<file path="config.mk">
export PLATFORM = sky130hd
export DESIGN_NAME = offload_ingress_queue
export DESIGN_NICKNAME = d
export VERILOG_FILES = /design/src/rtl/offload_ingress_queue.sv
export SDC_FILE = /design/constraint.sdc
export NUM_CORES = 1
export LEC_CHECK = 0
export BUFFER_PORTS_ARGS = -buffer_cell sky130_fd_sc_hd__buf_2
export CAP_MARGIN = 5
export CORE_MARGIN = 3
export CORE_UTILIZATION = 30
export CTS_CLUSTER_DIAMETER = 80
export DETAILED_ROUTE_END_ITERATION = 12
export SLEW_MARGIN = 20
export SYNTH_ARGS = -nofsm -noshare
export SYNTH_HDL_FRONTEND = slang
export SYNTH_SLANG_ARGS = --single-unit
export TNS_END_PERCENT = 20
</file>
<file path="constraint.sdc">
create_clock -name clk -period 1.95 [get_ports clk]
set_input_delay 0.4875 -clock clk [delete_from_list [all_inputs] [get_ports clk]]
set_output_delay 0.4875 -clock clk [all_outputs]
set_load 0.005 [all_outputs]
</file>
<file path="src/rtl/offload_ingress_queue.sv">
// offload_ingress_queue
//  Elastic FIFO in front of the Offloaded accelerator's io_in port, plus one
//  stage of the perf-counter chain. Answers counter reads addressed to
//  MODULE_ID with in/out transfer and stall counts or current occupancy.
//  Optional feature macro: OFFLOAD_IQ_CLEAR_ON_READ_EN (clear XFER/STALL
//  counters when they are read over the chain).
module offload_ingress_queue #(
   parameter int WIDTH     = 32,
   parameter int DEPTH     = 4,
   parameter int MODULE_ID = 1
) (
   input  logic             clk,
   input  logic             reset,
   // upstream
   input  logic             io_in_valid,
   output logic             io_in_ready,
   input  logic [WIDTH-1:0] io_in_bits,
   // downstream (Offloaded io_in)
   output logic             io_out_valid,
   input  logic             io_out_ready,
   output logic [WIDTH-1:0] io_out_bits,
   // perf-counter chain in
   input  logic             io_pcIn_valid,
   input  logic             io_pcIn_bits_request,
   input  logic [15:0]      io_pcIn_bits_moduleId,
   input  logic [7:0]       io_pcIn_bits_portId,
   input  logic [15:0]      io_pcIn_bits_pcValue,
   input  logic [3:0]       io_pcIn_bits_pcType,
   // perf-counter chain out
   output logic             io_pcOut_valid,
   output logic             io_pcOut_bits_request,
   output logic [15:0]      io_pcOut_bits_moduleId,
   output logic [7:0]       io_pcOut_bits_portId,
   output logic [15:0]      io_pcOut_bits_pcValue,
   output logic [3:0]       io_pcOut_bits_pcType
);

   localparam int AW = (DEPTH > 1) ? $clog2(DEPTH) : 1;
   localparam int CW = AW + 1;
   localparam logic [CW-1:0] FULL_CNT = CW'(DEPTH);
   localparam logic [15:0]   MID      = 16'(MODULE_ID);

   // counter slots
   localparam int C_IN_XFER   = 0;
   localparam int C_IN_STALL  = 1;
   localparam int C_OUT_XFER  = 2;
   localparam int C_OUT_STALL = 3;

   // ---------------------------------------------------------------
   // Queue storage and control
   // ---------------------------------------------------------------
   logic [WIDTH-1:0] mem_q [DEPTH];
   logic [WIDTH-1:0] mem_d [DEPTH];
   logic [AW-1:0]    wptr_q, wptr_d;
   logic [AW-1:0]    rptr_q, rptr_d;
   logic [CW-1:0]    count_q, count_d;
   logic             in_ready_q, in_ready_d;
   logic             in_fire, out_fire;

   assign io_in_ready  = in_ready_q;
   assign io_out_valid = (count_q != '0);
   // Head word is forced to zero when empty so idle output is deterministic.
   assign io_out_bits  = io_out_valid ? mem_q[rptr_q] : '0;

   assign in_fire  = io_in_valid && in_ready_q;
   assign out_fire = io_out_valid && io_out_ready;

   // Next-state for pointers, occupancy and the registered ready flag.
   always_comb begin
      wptr_d  = wptr_q;
      rptr_d  = rptr_q;
      count_d = count_q;
      for (int i = 0; i < DEPTH; i++) mem_d[i] = mem_q[i];
      if (in_fire) begin
         mem_d[wptr_q] = io_in_bits;
         wptr_d        = wptr_q + AW'(1);
      end
      if (out_fire) rptr_d = rptr_q + AW'(1);
      if (in_fire && !out_fire)      count_d = count_q + CW'(1);
      else if (!in_fire && out_fire) count_d = count_q - CW'(1);
      // Ready is a flop computed from next occupancy: no path from io_out_ready.
      in_ready_d = (count_d != FULL_CNT);
   end

   // Queue state registers.
   always_ff @(posedge clk) begin
      if (reset) begin
         wptr_q     <= '0;
         rptr_q     <= '0;
         count_q    <= '0;
         in_ready_q <= 1'b0;
         for (int i = 0; i < DEPTH; i++) mem_q[i] <= '0;
      end else begin
         wptr_q     <= wptr_d;
         rptr_q     <= rptr_d;
         count_q    <= count_d;
         in_ready_q <= in_ready_d;
         for (int i = 0; i < DEPTH; i++) mem_q[i] <= mem_d[i];
      end
   end

   // ---------------------------------------------------------------
   // Perf-counter chain: request decode and counter select
   // ---------------------------------------------------------------
   logic        pc_match;
   logic        sel_ok;
   logic [15:0] sel_val;
   logic [15:0] occ16;
   logic [15:0] cnt_q [4];
   logic [15:0] cnt_d [4];
   logic [3:0]  cnt_inc;
   logic [3:0]  cnt_clr;

   assign pc_match = io_pcIn_valid && io_pcIn_bits_request &&
                     (io_pcIn_bits_moduleId == MID);
   assign occ16    = 16'(count_q);

   // Pick the addressed counter; unknown port/type answers 0xFFFF.
   always_comb begin
      sel_ok  = 1'b1;
      sel_val = 16'hFFFF;
      cnt_clr = '0;
      if (io_pcIn_bits_pcType == 4'd2 &&
          (io_pcIn_bits_portId == 8'd0 || io_pcIn_bits_portId == 8'd1)) begin
         sel_val = occ16;
      end else if (io_pcIn_bits_portId == 8'd0 && io_pcIn_bits_pcType == 4'd0) begin
         sel_val            = cnt_q[C_IN_XFER];
         cnt_clr[C_IN_XFER] = 1'b1;
      end else if (io_pcIn_bits_portId == 8'd0 && io_pcIn_bits_pcType == 4'd1) begin
         sel_val             = cnt_q[C_IN_STALL];
         cnt_clr[C_IN_STALL] = 1'b1;
      end else if (io_pcIn_bits_portId == 8'd1 && io_pcIn_bits_pcType == 4'd0) begin
         sel_val             = cnt_q[C_OUT_XFER];
         cnt_clr[C_OUT_XFER] = 1'b1;
      end else if (io_pcIn_bits_portId == 8'd1 && io_pcIn_bits_pcType == 4'd1) begin
         sel_val              = cnt_q[C_OUT_STALL];
         cnt_clr[C_OUT_STALL] = 1'b1;
      end else begin
         sel_ok = 1'b0;
      end
`ifdef OFFLOAD_IQ_CLEAR_ON_READ_EN
      // Only a real matched read of an XFER/STALL counter clears it.
      if (!pc_match || !sel_ok) cnt_clr = '0;
`else
      cnt_clr = '0;
`endif
   end

   // ---------------------------------------------------------------
   // Saturating event counters
   // ---------------------------------------------------------------
   assign cnt_inc[C_IN_XFER]   = in_fire;
   assign cnt_inc[C_IN_STALL]  = io_in_valid && !in_ready_q;
   assign cnt_inc[C_OUT_XFER]  = out_fire;
   assign cnt_inc[C_OUT_STALL] = io_out_valid && !io_out_ready;

   // Clear (if any) happens first, then the same-cycle increment lands on top.
   always_comb begin
      for (int i = 0; i < 4; i++) begin
         cnt_d[i] = cnt_q[i];
         if (cnt_clr[i]) cnt_d[i] = '0;
         if (cnt_inc[i] && cnt_d[i] != 16'hFFFF) cnt_d[i] = cnt_d[i] + 16'd1;
      end
   end

   // Counter registers.
   always_ff @(posedge clk) begin
      if (reset) begin
         for (int i = 0; i < 4; i++) cnt_q[i] <= '0;
      end else begin
         for (int i = 0; i < 4; i++) cnt_q[i] <= cnt_d[i];
      end
   end

   // ---------------------------------------------------------------
   // Chain output stage
   // ---------------------------------------------------------------
   logic        pc_valid_q, pc_valid_d;
   logic        pc_req_q,   pc_req_d;
   logic [15:0] pc_id_q,    pc_id_d;
   logic [7:0]  pc_port_q,  pc_port_d;
   logic [15:0] pc_val_q,   pc_val_d;
   logic [3:0]  pc_type_q,  pc_type_d;

   // Forward every beat; a matched request turns into a response in place.
   always_comb begin
      pc_valid_d = io_pcIn_valid;
      pc_req_d   = io_pcIn_bits_request;
      pc_id_d    = io_pcIn_bits_moduleId;
      pc_port_d  = io_pcIn_bits_portId;
      pc_val_d   = io_pcIn_bits_pcValue;
      pc_type_d  = io_pcIn_bits_pcType;
      if (pc_match) begin
         pc_req_d = 1'b0;
         pc_val_d = sel_val;
      end
   end

   // Chain register stage.
   always_ff @(posedge clk) begin
      if (reset) begin
         pc_valid_q <= 1'b0;
         pc_req_q   <= 1'b0;
         pc_id_q    <= '0;
         pc_port_q  <= '0;
         pc_val_q   <= '0;
         pc_type_q  <= '0;
      end else begin
         pc_valid_q <= pc_valid_d;
         pc_req_q   <= pc_req_d;
         pc_id_q    <= pc_id_d;
         pc_port_q  <= pc_port_d;
         pc_val_q   <= pc_val_d;
         pc_type_q  <= pc_type_d;
      end
   end

   assign io_pcOut_valid         = pc_valid_q;
   assign io_pcOut_bits_request  = pc_req_q;
   assign io_pcOut_bits_moduleId = pc_id_q;
   assign io_pcOut_bits_portId   = pc_port_q;
   assign io_pcOut_bits_pcValue  = pc_val_q;
   assign io_pcOut_bits_pcType   = pc_type_q;

endmodule

</file>
* Word-level counts from Yosys, hierarchy flattened *
Memory sizes are Yosys's and may differ from the RTL's. A register that Yosys moved wholly into a read port is not among the register bits.
Index checks and enable logic that the tools add are counted.

word-level totals
  flip-flop bits (word level) = 54
  memory bits (writable) = 192
  input port bits = 82
  output and inout port bits = 80
  word-level logic and storage cells = 97
  memories = 2

memory list
  memory  depth  bits a word  rd ports  clocked after Yosys merged registers in  wr ports  RTL line  text
  mem_q   4      32           5         1                                        4         52        logic [WIDTH-1:0] mem_q [DEPTH];
  cnt_q   4      16           4         0                                        4         109       logic [15:0] cnt_q [4];

cells by class
  $add $sub $neg = 8
  magnitude comparators = 2
  equal/unequal tests = 9
  mux-type cells = 30
  bitwise logic cells = 9
  reduce and logical (&&, ||, !) cells = 27

operator list
  kind                   count
  $mux 16                14
  $mux 32                6
  $bwmux 128             1
  $mux 128               1
  $add 16x1->16 const B  4
  $demux 32 s2           1
  $ne 16x16->1 const B   4
  $logic_and 1x1->1      18
  $eq 16x1->1 const B    1
  $eq 8x1->1 const B     1
  $logic_not 8->1        1
  $or 1x1->1             8
  $mux 3                 2
  $add 2x1->2 const B    2
  $eq 4x1->1 const B     1
  $eq 4x2->1 const B     1
  $logic_not 1->1        4
  $logic_not 4->1        1
  $mux 2                 2
  $add 3x1->3 const B    1
  $ge 3x3->1 const B     1
  $lt 3x1->1 const B     1
  $mux 1                 3
  $ne 3x3->1 const B     1
  5 further kinds        5

* Logic depth before layout (Yosys ltp) *
Gate-level depths: netlist of the first run.

  word-level depth = 8
  depth in mapped cells = 9

* Worst setup path after synthesis of the first run *
No wires, ideal clock.

  kind = flip-flop to output port
  from = reg with a tool-made name
  to = out io_out_bits[10]
  arrival time = 1.537 ns
  required time = 1.462 ns
  setup slack = -0.074 ns
  stages on the path, launching flop included = 5
  cell sequence = dfxtp_1 -> clkbuf_1 -> buf_2 -> mux4_2 -> and2_1

RTL lines
  what           RTL line  text
  end, declared  21        output logic [WIDTH-1:0] io_out_bits,

==> qor.yml, run 1 <==
status: "finished with violations"
violations: "setup timing"
multi_input_area_mm2: 0.00564
finalNetCount: 1497
vias: 9282
p_leak_nw: 5.14
regArea_mm2: 0.00497
die_area_mm2: 0.0386
place.gp.congestion: 0.853
drive_gt1_frac: 0.262
yosys.area_share.simple: 0.242
gr-usage-all-layers: 0.153
synth_ff_type: "dfxtp_1"
grt_overflow: 0
final_cells: 1887
cts_made_buffers: 28
clkSinkCount: 248
core_mm2: 0.0357
post-dp-hpwl_um: 20100
die_h_um: 196
wl_um: 30600
diodes: 0
ir_drop_v: 0.000668
synth_seq_cells: 248
synthAdderAreaFrac: 0.0136
finalMaxSlewViolations: 0
rows: 69
ys_types: 55
fin_crit_sh: 1.23
clock_skew_ns: 0.0101
path_cells: "buf_12 -> mux4_2 -> and2_4 -> buf_6"
insertion_delay_ns: 0.55
dr.pass1.iters: 5
hold_violations: 0
hold_path.class: "in2reg"
rsz0062_at_grt: "true"
synthesis.area_mm2: 0.0109
postLayoutCoreUtil: 0.390
powerDensity_mw_per_mm2: 1030
timing_worst_setup_path_type: "reg2out"
areaGrowthSynthToFinish_pct: 27.9
grt_pass1_wl_um: 48500
synth_top_family_by_area: "simple AND/OR/NAND/NOR gates"
ys_async_sr_fraction: 0
yosysSeqAreaShare: 0.456
tightest_slew_ns: 0.756
chipWidth_um: 196
wl_per_cell_um: 16.2
worst_setup_path_end_kind: "primary output"
drt_iter0_drc: 608
critPathTopFamily: "multiplexers"
ctsHtreeMaxLevel: 1
n_fill_cell: 3585
cts_hold_buf: 0
cp-start-kind: "flip-flop"
cts_tree: "built"
dp_cells: 1829
cp_max_fo: 7
synth-edff-count: 0
slowest_stage: "mux4_2"
setup_viol: 33
synth_compound_area_frac: 0.110
synth_xor_area_frac: 0.0427
cp.buffers_inverters: 2
fin_crit_ns: 2.40
cap_violations: 0
ioPinCount: 162
syn_nets: 1326
io_buffers: 161
grt_pass1_vias: 8918
final_common_cell: "nand2_1"
required_ns: 1.46
yosys_warnings: 0
critPathMaxStageDelay_ns: 0.53
max_freq_mhz: 416
syn_inst: 1233
antenna_found_initial: 2
cts_buffer_depth: 3
arrival_ns: 1.92
synth_mux_area_frac: 0.101
drcViolationCount: 0
start_util: 0.305
drtAntennaViolNets: 0
layout_common_cells: "nand2_1, dfxtp_1, a21oi_1"
clk_pin_slew_ns: 0.07
grt_start_max_net_pins: 118
synth_area_per_cell_um2: 8.82
root_buffer: "clkbuf_16"
relSlewSlack: 0.489
fin_ws_ns: -0.455
vias_per_cell: 4.92
-- cells in the mapped netlist, types with 3 or more instances --
library cell | number | area share
inv_1 | 12 | 0.0041
nor2b_1 | 30 | 0.017
o21ai_2 | 3 | 0.0024
nor4_4 | 3 | 0.0059
and3_1 | 10 | 0.0058
xor2_1 | 14 | 0.011
mux2i_1 | 8 | 0.0074
buf_2 | 12 | 0.0055
nor3b_1 | 4 | 0.0028
o21ai_0 | 23 | 0.011
a211oi_1 | 13 | 0.0090
o221ai_1 | 3 | 0.0024
clkbuf_1 | 57 | 0.020
and2_1 | 37 | 0.021
dfxtp_1 | 248 | 0.46
nand4_1 | 15 | 0.0086
a21oi_1 | 153 | 0.070
ha_1 | 11 | 0.013
nor3_1 | 24 | 0.011
mux4_2 | 45 | 0.093
o21ai_1 | 7 | 0.0032
and4_1 | 3 | 0.0024
buf_1 | 10 | 0.0035
nor4b_1 | 3 | 0.0024
a31oi_1 | 5 | 0.0029
xnor2_1 | 39 | 0.031
nand2_1 | 287 | 0.099
nand3b_1 | 14 | 0.0097
nand3_1 | 30 | 0.014
nor4_1 | 7 | 0.0040
nand2b_1 | 4 | 0.0023
nor2_1 | 71 | 0.025
-- final cells by class --
type	count	share of cell area
Clock buffer	40	0.0602
Clock inverter	12	0.0103
Inverter	12	0.00342
Sequential cell	248	0.358
Multi-Input combinational cell	891	0.406
Tap cell	461	0.0415
Timing Repair Buffer	223	0.121
-- worst paths after layout --
check | slack [ns] | endpoint | cells after the start | from
worst max-delay path | -0.45 | io_out_bits[31] | 4 | flip-flop
worst min-delay path | 0.17 | io_pcOut_bits_portId[5] | 2 | io_pcIn_bits_portId[5]
worst max register to register | 0.08 | io_in_ready | 9 | count_q[0]
worst min register to register | 0.45 | mem_q[2][18] | 2 | mem_q[2][18]
-- power breakdown --
group / internal, W / switching, W / total (W)
clock: 0.00338 / 0.00214 / 0.00552
sequential: 0.00536 / 0.000206 / 0.00557
combinational: 0.00163 / 0.00168 / 0.00331
-- kinds of logic (layout without fill, tap and decap cells) --
logic type / count (synthesis) / after routing
buffers and inverters: 94 / 287
and+or+nand+nor: 555 / 555
AOI/OAI and AO/OA: 218 / 218
xor gates and xnor gates: 53 / 53
muxes: 53 / 53
adders and majority gates: 12 / 12
DFF: 248 / 248
-- routing by layer --
metal  vias up  GRT usage  routed length (um)  part of all wire
li1       4579          -                   -                 -
met1      4370      0.211               13800              0.45
met2       283      0.247               14000              0.46
met3        46     0.0326                2110             0.069
met4         4     0.0354                 619             0.020
met5         -          0                  23           0.00075
-- worst register-to-register path, cell delays in order (launching register included) --
cell and delay [ns]:
dfxtp_2 0.32, inv_2 0.07, ha_4 0.12, nor2b_4 0.16, inv_4 0.06, buf_12 0.15
and2_1 0.20, maj3_1 0.37, o22ai_2 0.18, a31oi_1 0.10
-- sequential cells by signal (all words and copies together) (netlist names), named ones only --
signal                  cells
io_pcOut_bits_pcType        4
cnt_q                      64
io_pcOut_bits_request       1
io_pcOut_bits_moduleId     16
io_pcOut_bits_portId        8
count_q                     3
rptr_q                      2
io_pcOut_bits_pcValue      16
wptr_q                      2
mem_q                     128
io_pcOut_valid              1
io_in_ready                 1
-- what timing repair did --
item,in CTS,in global routing
setup endpoints to repair,36,44
gates resized for setup,47,31
buffers inserted,4,0
pin swaps,25,9
cloned,3,0
-- per-stage QoR --
stage	hold slack, ns	instance area [um2]	setup TNS (ns)	power (W)	worst slack [ns]
global route	0.153	13900	-15.37	0.0151	-0.527
floorplan	0.433	10900	-0.0224	0.00719	-0.00224
finish	0.174	13900	-12.77	0.0144	-0.455
detailed placement	0.445	12500	-1.06	0.00846	-0.0812
global placement	0.438	12500	-0.975	0.00842	-0.0863
CTS	0.143	13800	-14.83	0.0145	-0.505
Power figures use the tool's default switching activity.
==> inputs of run 2 (changes only) <==
Settings changed: REMOVE_ABC_BUFFERS set to 1.
==> run 2 against run 1 <==
The run still ends with setup timing left. Clock-buffer cell count rose by 2. Global-route usage is 0.74 points lower. Worst hold slack got worse by 0.0017 ns. Cell area grew 0.61%. Wire length down 3.1%.
==> qor.yml, run 2 (synthesis gave the netlist of run 1 again) <==
path_cells: "clkbuf_16 -> mux4_2 -> and2_4 -> buf_6"
regArea_mm2: 0.00497  # unchanged
fin_ws_ns: -0.483  # -0.0283 ns
cp.buffers_inverters: 2  # unchanged
wl_per_cell_um: 15.6  # -3.6%
gr-usage-all-layers: 0.145  # -0.00744
clock_skew_ns: 0.0250  # +0.0149 ns
status: "finished with violations"
chipWidth_um: 196  # unchanged
n_fill_cell: 3508  # -2.1%
max_freq_mhz: 411  # -1.2%
grt_start_max_net_pins: 96  # -19%
biggestRegsByFlops: "mem_q: 128 flops, cnt_q: 64 flops"
grt_pass1_wl_um: 46600  # -4.0%
critPathMaxStageDelay_ns: 0.49  # -0.04 ns
antenna_found_initial: 2  # unchanged
fin_crit_sh: 1.25  # +0.0145
violations: "setup timing"
vias_per_cell: 4.87  # -0.90%
largest_reg_flops: 128  # unchanged
hold_violations: 0  # unchanged
dr.pass1.iters: 5  # unchanged
arrival_ns: 1.95  # +0.03 ns
cts_made_buffers: 29  # +3.6%
regMostFlops: "mem_q"
drive_gt1_frac: 0.261  # -0.000580
dp_cells: 1831  # +0.11%
finalMaxSlewViolations: 0  # unchanged
start_util: 0.305  # unchanged
post-place-ws_ns: -0.0871  # -0.00590 ns
postLayoutCoreUtil: 0.393  # +0.00239
setup_viol: 33  # unchanged
die_h_um: 196  # unchanged
p_leak_nw: 5.19  # +0.98%
slowest_stage: "mux4_2"
root_buffer: "clkbuf_16"
die_area_mm2: 0.0386  # unchanged
ctsHtreeMaxLevel: 1  # unchanged
relSlewSlack: 0.650  # +0.160
rsz0062_at_grt: "true"
clk_pin_slew_ns: 0.06  # about the same
final_cells: 1896  # +0.48%
cp-start-kind: "flip-flop"
insertion_delay_ns: 0.56  # about the same
io_buffers: 161  # unchanged
place.gp.congestion: 0.795  # -6.8%
clkSinkCount: 248  # unchanged
multi_input_area_mm2: 0.00561  # -0.67%
drtAntennaViolNets: 0  # unchanged
critPathTopFamily: "multiplexers"
finalInstanceArea_mm2: 0.0140  # +0.61%
cts_tree: "built"
final_common_cell: "nand2_1"
ioPinCount: 162  # unchanged
drt_iter0_drc: 457  # -25%
cp_max_fo: 6  # -1
cap_violations: 0  # unchanged
worst_setup_path_end_kind: "primary output"
vias: 9242  # -0.43%
finalNetCount: 1503  # +0.40%
fin_crit_ns: 2.43  # +0.0283 ns
wl_um: 29600  # -3.1%
powerDensity_mw_per_mm2: 1040  # +0.96%
dpl_cell_area_mm2: 0.0126  # +0.42%
layout_common_cells: "nand2_1, dfxtp_1, a21oi_1"
fin_tns_setup_ns: -14.39  # -1.62 ns
areaGrowthSynthToFinish_pct: 28.7
post-dp-hpwl_um: 19700  # -1.9%
required_ns: 1.46  # about the same
tightest_slew_ns: 0.526  # -0.230 ns
rows: 69  # unchanged
timing_worst_setup_path_type: "reg2out"
core_mm2: 0.0357  # unchanged
ir_drop_v: 0.000668  # about the same
cts_buffer_depth: 3  # unchanged
hold_path.class: "in2reg"
drcViolationCount: 0  # unchanged
grt_pass1_vias: 8794  # -1.4%
grt_overflow: 0  # unchanged
[run 2: cell count changes in the layout (fill, tap and decap cells not counted), sizes merged]
cell / before / now
buf: 223 / 227
clkbuf: 40 / 43
clkinvlp: 1 / 2
diode: 0 / 2
bufinv: 3 / 4
clkinv: 7 / 5
[run 2: layout make-up]
cell class,count,area share
well taps,461,0.0412
inverters,12,0.00340
repair buffers,228,0.124
flip-flops and latches,248,0.355
multi-input cells,891,0.400
clock buffers,42,0.0625
clock inverters,12,0.0129
diodes,2,0.000358
[run 2: worst register-to-register path, cell delays in order, from the launching register on]
cell and delay [ns]:
dfxtp_2 0.33, inv_2 0.04, ha_2 0.16, nor2b_4 0.13
buf_4 0.15, nor4_4 0.28, nand3_1 0.13, or3_1 0.35
a21oi_1 0.14
[run 2: path summary, 6_finish.rpt]
kind / from / endpoint / slack [ns] / cells after the start
setup reg to reg: count_q[0] / cnt_q[3][15] / 0.16 / 8
hold reg to reg: mem_q[2][7] / mem_q[2][7] / 0.45 / 2
setup / recovery: flip-flop / io_out_bits[13] / -0.48 / 4
hold / removal: io_pcIn_bits_portId[2] / io_pcOut_bits_portId[2] / 0.17 / 2
[run 2: layer usage]
layer | GRT usage | vias to the layer above | wire [um]
li1 | - | 4595 | -
met1 | 0.192 | 4366 | 13100
met2 | 0.253 | 243 | 14400
met3 | 0.0176 | 38 | 1540
met4 | 0.0393 | 0 | 563
met5 | 0 | - | 0
[run 2: timing repair]
action | in CTS | in global routing
hold buffers | 0 | 0
pin swaps | 18 | 12
buffers inserted | 4 | 3
setup endpoints to repair | 33 | 34
cloned | 1 | 1
resized for setup | 33 | 35
[run 2: where the power goes]
part / total (W) / internal (W) / switching (W)
clock network: 0.00581 / 0.00364 / 0.00217
registers: 0.00557 / 0.00536 / 0.000211
logic: 0.00324 / 0.00163 / 0.00161
[run 2: stage by stage]
step	hold slack [ns]	power, W
3_5_place_dp	0.444	0.00850
6_report	0.172	0.0146
5_1_grt	0.158	0.0153
4_1_cts	0.139	0.0147
2_1_floorplan	0.427	0.00699
3_3_place_gp	0.438	0.00845
